**config.mk**
```make
export PLATFORM = sky130hd
export DESIGN_NAME = io_load_request_controller_flat
export DESIGN_NICKNAME = d
export VERILOG_FILES = /design/src/rtl/io_load_request_controller_if.sv /design/src/rtl/io_load_request_controller.sv /design/src/flat_wrapper.sv
export SDC_FILE = /design/constraint.sdc
export NUM_CORES = 1
export LEC_CHECK = 0
export ABC_AREA = 1
export CAP_MARGIN = 20
export CORE_MARGIN = 2
export CORE_UTILIZATION = 38
export DETAILED_ROUTE_END_ITERATION = 10
export GPL_TIMING_DRIVEN = 0
export PLACE_DENSITY = 0.81
export SLEW_MARGIN = 20
export SYNTH_ARGS = -nofsm -noshare
export SYNTH_HDL_FRONTEND = slang
export SYNTH_SLANG_ARGS = --single-unit
```
**constraint.sdc**
```tcl
create_clock -name clk -period 1.6 [get_ports clk]
set_input_delay 0.32 -clock clk [delete_from_list [all_inputs] [get_ports clk]]
set_output_delay 0.32 -clock clk [all_outputs]
set_load 0.01 [all_outputs]
```
**src/rtl/io_load_request_controller_if.sv**
```systemverilog
// Handshake and bus bundle for the IO load request controller.
// master = controller side, slave = dispatch/bus/writeback side.
interface io_load_request_controller_if #(
  parameter int DATABITWIDTH    = 16,
  parameter int REGADDRBITWIDTH = 4
);
  logic                       LoadReq_Valid;
  logic                       LoadReq_Ready;
  logic [3:0]                 LoadReq_MinorOpcode;
  logic [DATABITWIDTH-1:0]    LoadReq_Addr;
  logic [REGADDRBITWIDTH-1:0] LoadReq_DestReg;

  logic                       IOBus_ReqValid;
  logic                       IOBus_ReqReady;
  logic [DATABITWIDTH-1:0]    IOBus_ReqAddr;
  logic                       IOBus_RespValid;
  logic [DATABITWIDTH-1:0]    IOBus_RespData;

  logic [3:0]                 Align_MinorOpcode;
  logic [DATABITWIDTH-1:0]    Align_DataAddr;
  logic [DATABITWIDTH-1:0]    Align_Data;

  logic                       Writeback_Valid;
  logic                       Writeback_Ready;
  logic [REGADDRBITWIDTH-1:0] Writeback_DestReg;
  logic                       Timeout_Error;

  modport master (
    input  LoadReq_Valid, LoadReq_MinorOpcode, LoadReq_Addr, LoadReq_DestReg,
    input  IOBus_ReqReady, IOBus_RespValid, IOBus_RespData, Writeback_Ready,
    output LoadReq_Ready, IOBus_ReqValid, IOBus_ReqAddr,
    output Align_MinorOpcode, Align_DataAddr, Align_Data,
    output Writeback_Valid, Writeback_DestReg, Timeout_Error
  );

  modport slave (
    output LoadReq_Valid, LoadReq_MinorOpcode, LoadReq_Addr, LoadReq_DestReg,
    output IOBus_ReqReady, IOBus_RespValid, IOBus_RespData, Writeback_Ready,
    input  LoadReq_Ready, IOBus_ReqValid, IOBus_ReqAddr,
    input  Align_MinorOpcode, Align_DataAddr, Align_Data,
    input  Writeback_Valid, Writeback_DestReg, Timeout_Error
  );
endinterface

```
**src/rtl/io_load_request_controller.sv**
```systemverilog
// Single-outstanding IO load controller: accept, word-aligned bus read, hold result for writeback.
// Optional response timeout and stale-response filtering enabled by macro IO_LOAD_TIMEOUT_EN.
module io_load_request_controller #(
  parameter int DATABITWIDTH    = 16,
  parameter int REGADDRBITWIDTH = 4,
  parameter int TIMEOUTBITWIDTH = 8
) (
  input  logic                        clk,
  input  logic                        rst_n,
  input  logic                        clk_en,
  io_load_request_controller_if.master bus
);

  localparam int ADDRLSB = $clog2(DATABITWIDTH / 8);
  localparam logic [DATABITWIDTH-1:0] ADDRMASK = ~DATABITWIDTH'((64'd1 << ADDRLSB) - 64'd1);

  typedef enum logic [1:0] {IDLE, ISSUE, WAITRESP, HOLD} stateT;

  stateT                      stateQ, stateD;
  logic                       accept, respTake, timeoutTake;
  logic                       staleQ, timeoutHit;
  logic [3:0]                 opcodeQ;
  logic [DATABITWIDTH-1:0]    addrQ;
  logic [REGADDRBITWIDTH-1:0] destRegQ;
  logic [DATABITWIDTH-1:0]    dataQ;

  always_ff @(posedge clk or negedge rst_n) begin
    if (!rst_n)      stateQ <= IDLE;
    else if (clk_en) stateQ <= stateD;
  end

  // Every event below is qualified with clk_en so the datapath needs no extra gating.
  always_comb begin
    stateD             = stateQ;
    accept             = 1'b0;
    respTake           = 1'b0;
    timeoutTake        = 1'b0;
    bus.LoadReq_Ready  = 1'b0;
    bus.IOBus_ReqValid = 1'b0;
    bus.Writeback_Valid = 1'b0;
    case (stateQ)
      IDLE: begin
        bus.LoadReq_Ready = !staleQ;
        if (clk_en && bus.LoadReq_Valid && !staleQ) begin
          accept = 1'b1;
          stateD = ISSUE;
        end
      end
      ISSUE: begin
        bus.IOBus_ReqValid = 1'b1;
        if (clk_en && bus.IOBus_ReqReady) stateD = WAITRESP;
      end
      WAITRESP: begin
        if (clk_en) begin
          if (bus.IOBus_RespValid) begin
            respTake = 1'b1;
            stateD   = HOLD;
          end else if (timeoutHit) begin
            timeoutTake = 1'b1;
            stateD      = HOLD;
          end
        end
      end
      HOLD: begin
        bus.Writeback_Valid = 1'b1;
        if (clk_en && bus.Writeback_Ready) stateD = IDLE;
      end
      default: stateD = IDLE;
    endcase
  end

  always_ff @(posedge clk or negedge rst_n) begin
    if (!rst_n) begin
      opcodeQ  <= '0;
      addrQ    <= '0;
      destRegQ <= '0;
      dataQ    <= '0;
    end else begin
      if (accept) begin
        opcodeQ  <= bus.LoadReq_MinorOpcode;
        addrQ    <= bus.LoadReq_Addr;
        destRegQ <= bus.LoadReq_DestReg;
      end
      if (respTake)         dataQ <= bus.IOBus_RespData;
      else if (timeoutTake) dataQ <= '0;
    end
  end

`ifdef IO_LOAD_TIMEOUT_EN
  logic [TIMEOUTBITWIDTH-1:0] cntQ;
  logic                       timeoutErrQ;

  // Expire on the WAIT cycle that would take the counter from 1 to 0.
  assign timeoutHit = (cntQ == TIMEOUTBITWIDTH'(1));

  always_ff @(posedge clk or negedge rst_n) begin
    if (!rst_n) begin
      cntQ        <= '0;
      staleQ      <= 1'b0;
      timeoutErrQ <= 1'b0;
    end else if (clk_en) begin
      if (stateQ == ISSUE && bus.IOBus_ReqReady)
        cntQ <= '1;
      else if (stateQ == WAITRESP && !bus.IOBus_RespValid)
        cntQ <= cntQ - TIMEOUTBITWIDTH'(1);

      // A timed-out read may still answer later; that answer only clears the flag.
      if (timeoutTake)
        staleQ <= 1'b1;
      else if (stateQ != WAITRESP && bus.IOBus_RespValid)
        staleQ <= 1'b0;

      if (respTake)         timeoutErrQ <= 1'b0;
      else if (timeoutTake) timeoutErrQ <= 1'b1;
    end
  end

  assign bus.Timeout_Error = timeoutErrQ;
`else
  logic unusedTimeoutCfg;

  assign staleQ            = 1'b0;
  assign timeoutHit        = 1'b0;
  assign bus.Timeout_Error = 1'b0;
  assign unusedTimeoutCfg  = (TIMEOUTBITWIDTH > 0);
`endif

  assign bus.IOBus_ReqAddr       = addrQ & ADDRMASK;
  assign bus.Align_MinorOpcode   = opcodeQ;
  assign bus.Align_DataAddr      = addrQ;
  assign bus.Align_Data          = dataQ;
  assign bus.Writeback_DestReg   = destRegQ;

endmodule

```
**src/flat_wrapper.sv**
```systemverilog
// flat-port wrapper written by rule: the top's interface ports become plain ports
module io_load_request_controller_flat 
#(
  parameter int DATABITWIDTH    = 16,
  parameter int REGADDRBITWIDTH = 4,
  parameter int TIMEOUTBITWIDTH = 8
)
  (clk, rst_n, clk_en, bus_LoadReq_Valid, bus_LoadReq_MinorOpcode, bus_LoadReq_Addr, bus_LoadReq_DestReg, bus_IOBus_ReqReady, bus_IOBus_RespValid, bus_IOBus_RespData, bus_Writeback_Ready, bus_LoadReq_Ready, bus_IOBus_ReqValid, bus_IOBus_ReqAddr, bus_Align_MinorOpcode, bus_Align_DataAddr, bus_Align_Data, bus_Writeback_Valid, bus_Writeback_DestReg, bus_Timeout_Error);
  io_load_request_controller_if #(.DATABITWIDTH(DATABITWIDTH), .REGADDRBITWIDTH(REGADDRBITWIDTH)) bus_i ();
  input  logic clk;
  input  logic rst_n;
  input  logic clk_en;
  input wire logic [$bits(bus_i.LoadReq_Valid)-1:0] bus_LoadReq_Valid;
  input wire logic [$bits(bus_i.LoadReq_MinorOpcode)-1:0] bus_LoadReq_MinorOpcode;
  input wire logic [$bits(bus_i.LoadReq_Addr)-1:0] bus_LoadReq_Addr;
  input wire logic [$bits(bus_i.LoadReq_DestReg)-1:0] bus_LoadReq_DestReg;
  input wire logic [$bits(bus_i.IOBus_ReqReady)-1:0] bus_IOBus_ReqReady;
  input wire logic [$bits(bus_i.IOBus_RespValid)-1:0] bus_IOBus_RespValid;
  input wire logic [$bits(bus_i.IOBus_RespData)-1:0] bus_IOBus_RespData;
  input wire logic [$bits(bus_i.Writeback_Ready)-1:0] bus_Writeback_Ready;
  output wire logic [$bits(bus_i.LoadReq_Ready)-1:0] bus_LoadReq_Ready;
  output wire logic [$bits(bus_i.IOBus_ReqValid)-1:0] bus_IOBus_ReqValid;
  output wire logic [$bits(bus_i.IOBus_ReqAddr)-1:0] bus_IOBus_ReqAddr;
  output wire logic [$bits(bus_i.Align_MinorOpcode)-1:0] bus_Align_MinorOpcode;
  output wire logic [$bits(bus_i.Align_DataAddr)-1:0] bus_Align_DataAddr;
  output wire logic [$bits(bus_i.Align_Data)-1:0] bus_Align_Data;
  output wire logic [$bits(bus_i.Writeback_Valid)-1:0] bus_Writeback_Valid;
  output wire logic [$bits(bus_i.Writeback_DestReg)-1:0] bus_Writeback_DestReg;
  output wire logic [$bits(bus_i.Timeout_Error)-1:0] bus_Timeout_Error;
  assign bus_i.LoadReq_Valid = bus_LoadReq_Valid;
  assign bus_i.LoadReq_MinorOpcode = bus_LoadReq_MinorOpcode;
  assign bus_i.LoadReq_Addr = bus_LoadReq_Addr;
  assign bus_i.LoadReq_DestReg = bus_LoadReq_DestReg;
  assign bus_i.IOBus_ReqReady = bus_IOBus_ReqReady;
  assign bus_i.IOBus_RespValid = bus_IOBus_RespValid;
  assign bus_i.IOBus_RespData = bus_IOBus_RespData;
  assign bus_i.Writeback_Ready = bus_Writeback_Ready;
  assign bus_LoadReq_Ready = bus_i.LoadReq_Ready;
  assign bus_IOBus_ReqValid = bus_i.IOBus_ReqValid;
  assign bus_IOBus_ReqAddr = bus_i.IOBus_ReqAddr;
  assign bus_Align_MinorOpcode = bus_i.Align_MinorOpcode;
  assign bus_Align_DataAddr = bus_i.Align_DataAddr;
  assign bus_Align_Data = bus_i.Align_Data;
  assign bus_Writeback_Valid = bus_i.Writeback_Valid;
  assign bus_Writeback_DestReg = bus_i.Writeback_DestReg;
  assign bus_Timeout_Error = bus_i.Timeout_Error;
  io_load_request_controller #(.DATABITWIDTH(DATABITWIDTH), .REGADDRBITWIDTH(REGADDRBITWIDTH), .TIMEOUTBITWIDTH(TIMEOUTBITWIDTH)) u_core (.clk(clk), .rst_n(rst_n), .clk_en(clk_en), .bus(bus_i));
endmodule
```
# == Yosys cells after proc, flatten, opt, wreduce, memory -nomap -nowiden ==
# Index checks and enable logic that the tools add are counted.
# op_classes
addsub,0
mul,0
n_div,0
n_lt_le_gt_ge,0
n_eq_ne,7
shift,0
muxes,14
n_bitwise,0
reduce_logical,5
# op_table
operator,count
16-bit 2-to-1 mux,1
1-bit 2-to-1 mux,8
2-bit 2-to-1 mux,4
2-bit one-hot mux with 4 select lines,1
"2-bit by 1-bit != test with 1-bit output, second input constant",3
5-bit AND reduction,1
"2-bit == test, second input constant",2
1-bit logical AND,3
"2-bit by 1-bit == test with 1-bit output, second input constant",1
2-bit zero test,1
"2-bit != test, second input constant",1
# word_totals
reg_bits,42
latchBits,0
ram_bits,0
mem_bits_ro,0
inputBits,47
output_inout_bits,60
elab_cells,31
n_memories,0

# == Logic depth before layout (Yosys ltp) ==
# Gate-level depths: netlist (run 1).
# depth
ltp_word,4
ltp_mapped,8

# == Worst setup path after synthesis (run 1) ==
# OpenSTA, ideal clock, no wires.
# synth_timing
path_type,register -> register
from,reg u_core.stateQ[0]
to,"reg u_core.addrQ[12], in the netlist u_core.bus.Align_DataAddr[12]"
arrival_time_ns,1.196
t_required_ns,1.470
setup_slack_ns,0.274
path_stages_with_launch,8
n_path_buf,2
synth_period_minus_slack_ns,1.326
cell_sequence,dfrtp_1 > inv_1 > ha_1 > nand3_2 > buf_6 > buf_6 > nand2_1 > o21ai_1
# synth_via
elab_chain_cells,2
# synth_rtl
element,line_no,rtl
start: declaration,io_load_request_controller.sv:19,"stateT stateQ, stateD;"
start signal: assignment,io_load_request_controller.sv:29,else if (clk_en) stateQ <= stateD;
2-bit zero test,io_load_request_controller.sv:41,case (stateQ)
1-bit 2-to-1 mux,io_load_request_controller.sv:41,
end signal: assignment,io_load_request_controller.sv:81,addrQ <= bus.LoadReq_Addr;
end: declaration,io_load_request_controller.sv:23,logic [DATABITWIDTH-1:0] addrQ;
# Every way passes these cells.
# A chain may end at the register's enable or synchronous reset.

# == Worst setup path in the final report (run 1) ==
# layout_timing
from,reg u_core.stateQ[0]
to,out bus_IOBus_ReqValid
# layout_via
elab_chain_cells,2
# layout_rtl
element,line_no,rtl
2-bit by 1-bit == test with 1-bit output,io_load_request_controller.sv:41,
1-bit 2-to-1 mux,io_load_request_controller.sv:41,
end: declaration,flat_wrapper.sv:22,output wire logic [$bits(bus_i.IOBus_ReqValid)-1:0] bus_IOBus_ReqValid;
# Every way passes these cells.

==> metrics.txt, run 1 <==
CORE AREA=roughly 0.0048 mm^2; global-route wire length before repair=about 7100 um; area grow syn2layout=66.3%; final wirelength=4520 um; path category of the worst min-delay check=reg -> reg; Wirelength per Cell=between 10 and 15 um; Setup Viol. Count Final=0; Detailed Route Iter0 Violations=57; top fanout value on the critical path=4; Distinct cells, synth=16; worst hold slack=490 ps; Post-synth ARST share=100%; routability-driven placement congestion ratio=about 0.70; mapped cell area=~0.0019 mm^2; clock root buffer master=sky130_fd_sc_hd__clkbuf_8; setup TNS=0 ps; Synth Area per Inst=a little under 9 um^2; signal arrival time at the worst endpoint=1220 ps; Hold Fails Final Rpt=0; number of buffers created by CTS=5; master of the slowest instance on the critical path=sky130_fd_sc_hd__dfrtp_1; share of the core filled with cells=about two thirds; launching element type of the critical path=flip-flop; Synth warnings=0; number of synthesized flops with an enable pin=0; floorplan die width=between 70 and 80 um; number of antenna-violating nets in the routed design=0; # diodes=0; kind of end point of the critical path=output port; Max Clk Rate=roughly 650 MHz; CP Data Required Time=1280 ps; period utilisation layout=a little under 100%; Vias per Instance=4.21; height of the die=roughly 75 um; # rows=25; count of buffers inserted at the top-level ports=between 100 and 150; Final Critical Period=roughly 1500 ps; CTS clock-pin slew for the worst setup and hold paths=roughly 90 ps; share of synthesized area occupied by flip-flops and latches=between 50% and 60%; total congestion overflow after global routing=0; final number of max-transition violations=0; Num Clock Sinks=between 40 and 50; number of iterations in the first detailed-routing pass=3; vias in the first global route=around 1600; starting density of the core=approximately two fifths; total global routing track utilization=16.6%; Worst Path Buf+Inv=2; Post-Place Worst Slack=-55.2 ps; # H-tree levels=2; Final WS setup=approximately 55 ps; number of storage elements in the synthesis netlist=42; crit-path cells=buf_4 > ha_1 > clkbuf_2; I/O pin total=107; leakage power=1.68 nW; most used flip-flop cell after synthesis=sky130_fd_sc_hd__dfrtp_1; initial antenna violation count=0; category of cells accounting for the largest share of critical-path delay=flip-flops; RSZ-0062 raised after global routing=false; pin count of the biggest net entering global routing=26; Post-DP HPWL=3560 um; maximum ir drop on the vdd rail=about 870 uV; final-stage net count=approximately 390; Power per Cell Area=1720 mW/mm^2; Post-Synthesis Cells=between 200 and 250; final worst clock skew=between 10 and 15 ps; clock tree from TritonCTS=built; longest individual stage delay on the worst path=430 ps; max-cap violation count=0; count of vias placed by the detailed router=1701; worst-skew pair later-pin latency=roughly 290 ps; startpoint-to-endpoint class of the critical path=reg -> out; clock tree buffer depth=2; residual DRC count=0; run status=completed; proportion of layout cells with a drive suffix above 1=between 10% and 20%; Die Outline Area=0.00563 mm^2
-- flip-flops by register name, summed over array words and instances, names as in the netlist --
| name | count |
|---|---|
| u_core.bus.Align_DataAddr | 16 |
| u_core.bus.Align_Data | 16 |
| u_core.bus.Align_MinorOpcode | 4 |
| u_core.bus.Writeback_DestReg | 4 |
| u_core.stateQ | 2 |
-- worst reg2reg max path, cell delays in order, from the launching register on --
cell,delay [ps]
sky130_fd_sc_hd__dfrtp_1,390
sky130_fd_sc_hd__inv_1,100
sky130_fd_sc_hd__ha_4,180
sky130_fd_sc_hd__nand3_2,80
sky130_fd_sc_hd__clkbuf_1,410
sky130_fd_sc_hd__o21ai_1,130
-- Yosys cell counts (2+ instances only) --
| library cell | instances | area share (%) |
|---|---|---|
| sky130_fd_sc_hd__dfrtp_1 | 42 | 55 |
| sky130_fd_sc_hd__buf_6 | 3 | 1.8 |
| sky130_fd_sc_hd__inv_1 | 47 | 9.2 |
| sky130_fd_sc_hd__nand2_1 | 51 | 10 |
| sky130_fd_sc_hd__buf_2 | 3 | 0.78 |
| sky130_fd_sc_hd__nand3_1 | 4 | 1.0 |
| sky130_fd_sc_hd__clkbuf_1 | 2 | 0.39 |
| sky130_fd_sc_hd__buf_4 | 17 | 6.7 |
| sky130_fd_sc_hd__ha_1 | 4 | 2.6 |
| sky130_fd_sc_hd__o21ai_1 | 36 | 9.4 |
| sky130_fd_sc_hd__o21ai_2 | 4 | 1.8 |
-- worst paths after layout --
path	cells past startpoint	startpoint	to	slack (ps)
setup / recovery	3	u_core.stateQ[0]	bus_IOBus_ReqValid	60
hold / removal	2	u_core.bus.Align_Data[6]	u_core.bus.Align_Data[6]	490
setup reg to reg	5	u_core.stateQ[1]	u_core.bus.Align_DataAddr[12]	180
hold reg to reg	2	u_core.bus.Align_Data[6]	u_core.bus.Align_Data[6]	490
max in group asynchronous	3	rst_n	u_core.stateQ[1]	620
min in group asynchronous	2	rst_n	u_core.bus.Align_DataAddr[8]	500
-- final cells by class --
| cell class | instances | area, um^2 |
|---|---|---|
| Buffer | 25 | 184 |
| Clock buffer | 5 | 68.8 |
| Clock inverter | 3 | 21.3 |
| Fill cell | 428 | 1600 |
| Inverter | 47 | 176 |
| Multi-Input combinational cell | 105 | 522 |
| Sequential cell | 42 | 1050 |
| Tap cell | 67 | 83.8 |
| Timing Repair Buffer | 110 | 1080 |
-- per-stage QoR --
stage          instances  cell area (um^2)  power [mW]
6_report             404              3190        5.49
5_1_grt              404              3190        5.90
4_1_cts              403              3170        5.53
3_5_place_dp         391              3060        4.93
3_3_place_gp         390              3050        4.84
2_1_floorplan        219              1920        3.20
-- kinds of logic after synthesis --
group,count (synthesis),synth area share (%)
DFF,42,54.8
other,1,0.196
adders and majority gates,4,2.61
and+or+nand+nor,58,12.1
buffers and inverters,72,18.8
AOI/OAI and AO/OA,41,11.5
-- power by group --
part           leakage, nW  internal (mW)  switching [mW]
clock network       0.0441          0.306           0.360
logic                 1.12           1.74            1.18
registers            0.523           1.57           0.330
total                 1.68           3.62            1.87
-- per-layer routing --
metal | track usage [%] | wire length [um] | part of all wire (%)
met1 | 18.7 | 1770 | 39
met2 | 30.0 | 2350 | 52
met3 | 5.49 | 360 | 8.0
met4 | 4.17 | 34 | 0.75
met5 | 0 | 0 | 0
-- timing repair --
| action | in CTS | in global routing |
|---|---|---|
| buffers inserted | 3 | 1 |
| pin swaps | 0 | 0 |
| endpoints found under the hold margin | 17 | 0 |
| hold buffers | 1 | 0 |
| gates resized for setup | 21 | 7 |
| cloned | 0 | 0 |
| endpoints found under the setup margin | 18 | 6 |
-- cell usage in the layout, fill, tap and decap left out --
cell type	count
sky130_fd_sc_hd__buf_4	21
sky130_fd_sc_hd__dfrtp_1	42
sky130_fd_sc_hd__or2_2	1
sky130_fd_sc_hd__clkbuf_8	5
sky130_fd_sc_hd__dlygate4sd3_1	1
sky130_fd_sc_hd__ha_4	1
sky130_fd_sc_hd__clkdlybuf4s50_1	82
sky130_fd_sc_hd__nand2_1	51
sky130_fd_sc_hd__clkbuf_2	1
sky130_fd_sc_hd__dlygate4sd2_1	16
sky130_fd_sc_hd__clkinvlp_4	1
sky130_fd_sc_hd__a21oi_1	1
sky130_fd_sc_hd__clkinv_4	1
sky130_fd_sc_hd__nand3_2	1
sky130_fd_sc_hd__nand3_1	4
sky130_fd_sc_hd__o21ai_2	4
sky130_fd_sc_hd__clkdlybuf4s15_2	1
sky130_fd_sc_hd__dlymetal6s2s_1	3
sky130_fd_sc_hd__inv_2	1
sky130_fd_sc_hd__conb_1	2
sky130_fd_sc_hd__o21ai_1	36
sky130_fd_sc_hd__buf_2	4
sky130_fd_sc_hd__buf_12	1
sky130_fd_sc_hd__ha_1	3
sky130_fd_sc_hd__clkinv_2	1
sky130_fd_sc_hd__nor2_1	1
sky130_fd_sc_hd__buf_6	3
sky130_fd_sc_hd__clkbuf_1	2
sky130_fd_sc_hd__inv_1	46
Power figures use the tool's default switching activity.
==> run 2: changes to the inputs <==
--- a/config.mk
+++ b/config.mk
@@ -11,7 +11,8 @@
 export CORE_UTILIZATION = 38
 export DETAILED_ROUTE_END_ITERATION = 10
 export GPL_TIMING_DRIVEN = 0
-export PLACE_DENSITY = 0.81
+export PLACE_DENSITY = 0.85
+export RECOVER_POWER = 25
 export SLEW_MARGIN = 20
 export SYNTH_ARGS = -nofsm -noshare
 export SYNTH_HDL_FRONTEND = slang
==> metrics.txt, run 2 (synthesis results as in run 1) <==
run status=completed; final-stage net count=385 (-0.52%); Die Outline Area=0.00563 mm^2 (unchanged); height of the die=75.0 um (unchanged); category of cells accounting for the largest share of critical-path delay=buffers and inverters; fill cell count=428 (unchanged); starting density of the core=40.1% (unchanged); clock root buffer master=sky130_fd_sc_hd__clkbuf_8; floorplan die width=75.0 um (unchanged); max-cap violation count=0 (unchanged); Post-DP HPWL=3630 um (+2.1%); count of buffers inserted at the top-level ports=104 (unchanged); # rows=25 (unchanged); highest-count cells in the layout ignoring fill and taps=sky130_fd_sc_hd__clkdlybuf4s50_1, sky130_fd_sc_hd__nand2_1, sky130_fd_sc_hd__inv_1, sky130_fd_sc_hd__dfrtp_1, sky130_fd_sc_hd__o21ai_1; proportion of layout cells with a drive suffix above 1=12.8% (-1.1 points); Worst Path Buf+Inv=1 (-1); period utilisation layout=96.4% (about the same); number of buffers created by CTS=5 (unchanged); path category of the worst min-delay check=reg -> reg; Setup Viol. Count Final=0 (unchanged); final worst clock skew=10.9 ps (-1.27 ps); # H-tree levels=2 (unchanged); number of antenna-violating nets in the routed design=0 (unchanged); area grow syn2layout=63.4%; Vias per Instance=4.29 (+1.9%); total congestion overflow after global routing=0 (unchanged); pin count of the biggest net entering global routing=26 (unchanged); setup TNS=0 ps (unchanged); longest individual stage delay on the worst path=550 ps (+120 ps); most common cell after layout, fill and taps aside=sky130_fd_sc_hd__clkdlybuf4s50_1; master of the slowest instance on the critical path=sky130_fd_sc_hd__clkdlybuf4s50_1; Post-Place Worst Slack=-43.2 ps (+12.0 ps); worst hold slack=489 ps (-0.809 ps); Wirelength per Cell=11.1 um (-0.44%); CP Data Required Time=1280 ps (about the same); Max Clk Rate=648 MHz (about the same); worst-skew pair later-pin latency=290 ps (about the same); number of iterations in the first detailed-routing pass=4 (+1); total global routing track utilization=16.9% (+0.35 points); clock tree buffer depth=2 (unchanged); leakage power=1.63 nW (-3.0%); RSZ-0062 raised after global routing=false; Hold Fails Final Rpt=0 (unchanged); kind of end point of the critical path=output port; # diodes=0 (unchanged); Final WS setup=56.9 ps (+1.54 ps); crit-path cells=clkdlybuf4s50_1; I/O pin total=107 (unchanged); startpoint-to-endpoint class of the critical path=reg -> out; routability-driven placement congestion ratio=0.673 (-3.7%); Final Critical Period=1540 ps (-1.54 ps); initial antenna violation count=0 (unchanged); CORE AREA=0.00479 mm^2 (unchanged); launching element type of the critical path=flip-flop; top fanout value on the critical path=3 (-1); Detailed Route Iter0 Violations=117 (+110%); vias in the first global route=1696 (+4.2%); clock tree from TritonCTS=built; maximum ir drop on the vdd rail=919 uV (+6.1%); Num Clock Sinks=42 (unchanged); Pwr Total=5.42 mW (-1.3%); final number of max-transition violations=0 (unchanged); count of vias placed by the detailed router=1725 (+1.4%); Power per Cell Area=1730 mW/mm^2 (+0.48%); global-route wire length before repair=7300 um (+2.3%); final wirelength=4470 um (-0.93%); residual DRC count=0 (unchanged); signal arrival time at the worst endpoint=1220 ps (about the same); CTS clock-pin slew for the worst setup and hold paths=80 ps (about the same)
[run 2: power by group]
group	switching, mW	total (mW)	internal, mW
clock network	0.351	0.659	0.308
logic	1.17	2.86	1.69
registers	0.324	1.90	1.57
total	1.85	5.42	3.57
[run 2: worst paths after layout]
kind,endpoint,slack [ps],cells past startpoint,startpoint
max,bus_Align_DataAddr[3],60,1,u_core.bus.Align_DataAddr[3]
min,u_core.bus.Writeback_DestReg[3],490,2,u_core.bus.Writeback_DestReg[3]
max reg2reg,u_core.bus.Align_DataAddr[2],210,5,u_core.stateQ[1]
min reg2reg,u_core.bus.Writeback_DestReg[3],490,2,u_core.bus.Writeback_DestReg[3]
max in group asynchronous,u_core.bus.Align_Data[8],320,3,rst_n
min in group asynchronous,u_core.bus.Align_DataAddr[6],520,2,rst_n
[run 2: stage by stage]
stage	area, um^2	instances	utilization, %
2_1_floorplan	1920	219	-
3_3_place_gp	3050	390	63.6
3_5_place_dp	3070	391	64.1
4_1_cts	3160	402	66.1
5_1_grt	3130	402	65.4
6_report	3130	402	65.4
[run 2: area by class of cell]
class / instances / area, um^2 / area share, %
clock inverters: 2 / 13.8 / 0.439
clock buffers: 6 / 72.6 / 2.32
well taps: 67 / 83.8 / 2.68
flip-flops and latches: 42 / 1050 / 33.6
repair buffers: 108 / 1040 / 33.2
multi-input cells: 105 / 512 / 16.3
inverters: 47 / 176 / 5.63
plain buffers: 25 / 184 / 5.87
[run 2: per-layer routing]
layer	vias up	global-route usage (%)	share of wire, %
li1	865	-	-
met1	789	18.1	38
met2	67	31.2	52
met3	4	6.56	9.2
met4	0	3.97	0.69
met5	-	0	0
[run 2: timing repair]
action / in CTS / in global routing
hold buffers: 1 / 0
endpoints found under the hold margin: 17 / 0
endpoints found under the setup margin: 18 / 2
gates resized for setup: 22 / 2
buffers inserted: 2 / 0
==> run 3: changes to the inputs <==
--- a/config.mk
+++ b/config.mk
@@ -6,7 +6,7 @@
 export NUM_CORES = 1
 export LEC_CHECK = 0
 export ABC_AREA = 1
-export CAP_MARGIN = 20
+export CAP_MARGIN = 15
 export CORE_MARGIN = 2
 export CORE_UTILIZATION = 38
 export DETAILED_ROUTE_END_ITERATION = 10
==> constraint.sdc (replaced) <==
create_clock -name clk -period 1.6 [get_ports clk]
set_input_delay 0.32 -clock clk [delete_from_list [all_inputs] [get_ports clk]]
set_output_delay 0.32 -clock clk [all_outputs]
set_load 0.005 [all_outputs]
==> metrics.txt, run 3 (synthesis results as in run 1) <==
# rows=25 (unchanged); Register Area=0.00105 mm^2 (unchanged); Power per Cell Area=1660 mW/mm^2 (-4.3%); launching element type of the critical path=flip-flop; number of buffers created by CTS=5 (unchanged); signal arrival time at the worst endpoint=1230 ps (about the same); initial antenna violation count=0 (unchanged); kind of end point of the critical path=output port; Hold Fails Final Rpt=0 (unchanged); Num Clock Sinks=42 (unchanged); Final WS setup=52.1 ps (-4.75 ps); global-route wire length before repair=7470 um (+2.3%); Max Clk Rate=646 MHz (-0.31%); Die Outline Area=0.00563 mm^2 (unchanged); number of antenna-violating nets in the routed design=0 (unchanged); final number of max-transition violations=0 (unchanged); total congestion overflow after global routing=0 (unchanged); RSZ-0062 raised after global routing=false; most common cell after layout, fill and taps aside=sky130_fd_sc_hd__clkdlybuf4s50_1; top fanout value on the critical path=3 (unchanged); floorplan die width=75.0 um (unchanged); routability-driven placement congestion ratio=0.673 (unchanged); CORE AREA=0.00479 mm^2 (unchanged); total global routing track utilization=17.3% (+0.39 points); CTS clock-pin slew for the worst setup and hold paths=80 ps (about the same); highest-count cells in the layout ignoring fill and taps=sky130_fd_sc_hd__clkdlybuf4s50_1, sky130_fd_sc_hd__nand2_1, sky130_fd_sc_hd__inv_1, sky130_fd_sc_hd__dfrtp_1, sky130_fd_sc_hd__o21ai_1; Final Critical Period=1550 ps (+4.75 ps); starting density of the core=40.1% (unchanged); count of vias placed by the detailed router=1759 (+2.0%); proportion of layout cells with a drive suffix above 1=15.5% (+2.7 points); I/O pin total=107 (unchanged); count of buffers inserted at the top-level ports=104 (unchanged); path category of the worst min-delay check=reg -> reg; final worst clock skew=10.4 ps (-0.489 ps); final-stage net count=391 (+1.6%); # diodes=0 (unchanged); leakage power=1.77 nW (+8.1%); Wirelength per Cell=11.4 um (+2.7%); Setup Viol. Count Final=0 (unchanged); maximum ir drop on the vdd rail=868 uV (-5.5%); Detailed Route Iter0 Violations=119 (+1.7%); max-cap violation count=0 (unchanged); CP Data Required Time=1280 ps (about the same); vias in the first global route=1735 (+2.3%); clock root buffer master=sky130_fd_sc_hd__clkbuf_8; Vias per Instance=4.31 (+0.47%); clock tree buffer depth=2 (unchanged); Post-Place Worst Slack=-43.2 ps (unchanged); area grow syn2layout=68.7%; pin count of the biggest net entering global routing=26 (unchanged); clock tree from TritonCTS=built; finished layout cell area=0.00323 mm^2 (+3.2%); period utilisation layout=96.7% (+0.30 points); combined area of the multi-input logic cells=527 um^2 (+2.9%); height of the die=75.0 um (unchanged); # H-tree levels=2 (unchanged); worst-skew pair later-pin latency=290 ps (about the same); placement-stage cell area=0.00307 mm^2 (unchanged); Post-DP HPWL=3630 um (unchanged); fill cell count=404 (-5.6%); run status=completed; final wirelength=4660 um (+4.2%); startpoint-to-endpoint class of the critical path=reg -> out; residual DRC count=0 (unchanged); number of iterations in the first detailed-routing pass=4 (unchanged)
==> run 3: cell types whose count changed in the layout (fill, tap and decap cells not counted) <==
cell	previous run	this run
sky130_fd_sc_hd__ha_4	0	1
sky130_fd_sc_hd__inv_1	47	45
sky130_fd_sc_hd__ha_2	1	2
sky130_fd_sc_hd__inv_2	0	2
sky130_fd_sc_hd__dlygate4sd2_1	16	5
sky130_fd_sc_hd__buf_4	19	25
sky130_fd_sc_hd__dlymetal6s2s_1	0	11
sky130_fd_sc_hd__ha_1	3	1
==> run 3: where the power goes <==
part	total [mW]	switching [mW]	internal, mW
combinational	2.80	0.959	1.84
sequential	1.90	0.323	1.57
clock	0.660	0.352	0.308
total	5.35	1.63	3.72
==> run 3: critical path, cell delays in order (launching register included) <==
cell,delay (ps)
sky130_fd_sc_hd__dfrtp_1,400
sky130_fd_sc_hd__buf_4,150
sky130_fd_sc_hd__buf_4,120
sky130_fd_sc_hd__ha_2,160
sky130_fd_sc_hd__buf_2,120
==> run 3: path summary, 6_finish.rpt <==
kind	from	to	slack [ps]	cells after the start
setup / recovery	u_core.stateQ[1]	bus_Writeback_Valid	50	4
hold / removal	u_core.bus.Writeback_DestReg[3]	u_core.bus.Writeback_DestReg[3]	490	2
setup reg to reg	u_core.stateQ[1]	u_core.bus.Align_Data[2]	110	7
hold reg to reg	u_core.bus.Writeback_DestReg[3]	u_core.bus.Writeback_DestReg[3]	490	2
max in group asynchronous	rst_n	u_core.bus.Align_Data[8]	320	3
min in group asynchronous	rst_n	u_core.bus.Align_DataAddr[6]	520	2
==> run 3: metrics by stage <==
stage | util, % | cells | hold slack [ps] | TNS [ps] | total power, mW
after floorplan | - | 219 | 24.4 | 0 | 2.92
after global placement | 63.6 | 390 | 465 | -33960 | 4.55
after detailed placement | 64.1 | 391 | 292 | -404 | 4.67
after CTS | 67.1 | 406 | 495 | 0 | 5.42
after global routing | 67.6 | 408 | 516 | 0 | 5.76
final | 67.6 | 408 | 489 | 0 | 5.35
==> run 3: area by class of cell <==
class | count | share of cell area, %
flip-flops and latches | 42 | 32.5
clock buffers | 6 | 2.24
plain buffers | 25 | 5.69
clock inverters | 2 | 0.426
multi-input cells | 105 | 16.3
inverters | 47 | 5.46
well taps | 67 | 2.59
repair buffers | 114 | 34.8
==> run 3: timing repair <==
item                                   in CTS  in global routing
endpoints found under the hold margin      17                  0
cloned                                      0                  0
setup endpoints to repair                   8                 13
resized for setup                          15                 14
pin swaps                                   0                  0
hold buffers                                1                  0
buffers inserted                            6                  2
==> run 3: per-layer routing <==
layer | vias to the layer above | part of all wire, % | wire length, um | GRT usage (%)
li1 | 881 | - | - | -
met1 | 804 | 38 | 1760 | 18.5
met2 | 68 | 52 | 2430 | 32.2
met3 | 6 | 9.1 | 426 | 6.56
met4 | 0 | 1.1 | 51 | 3.97
met5 | - | 0 | 0 | 0
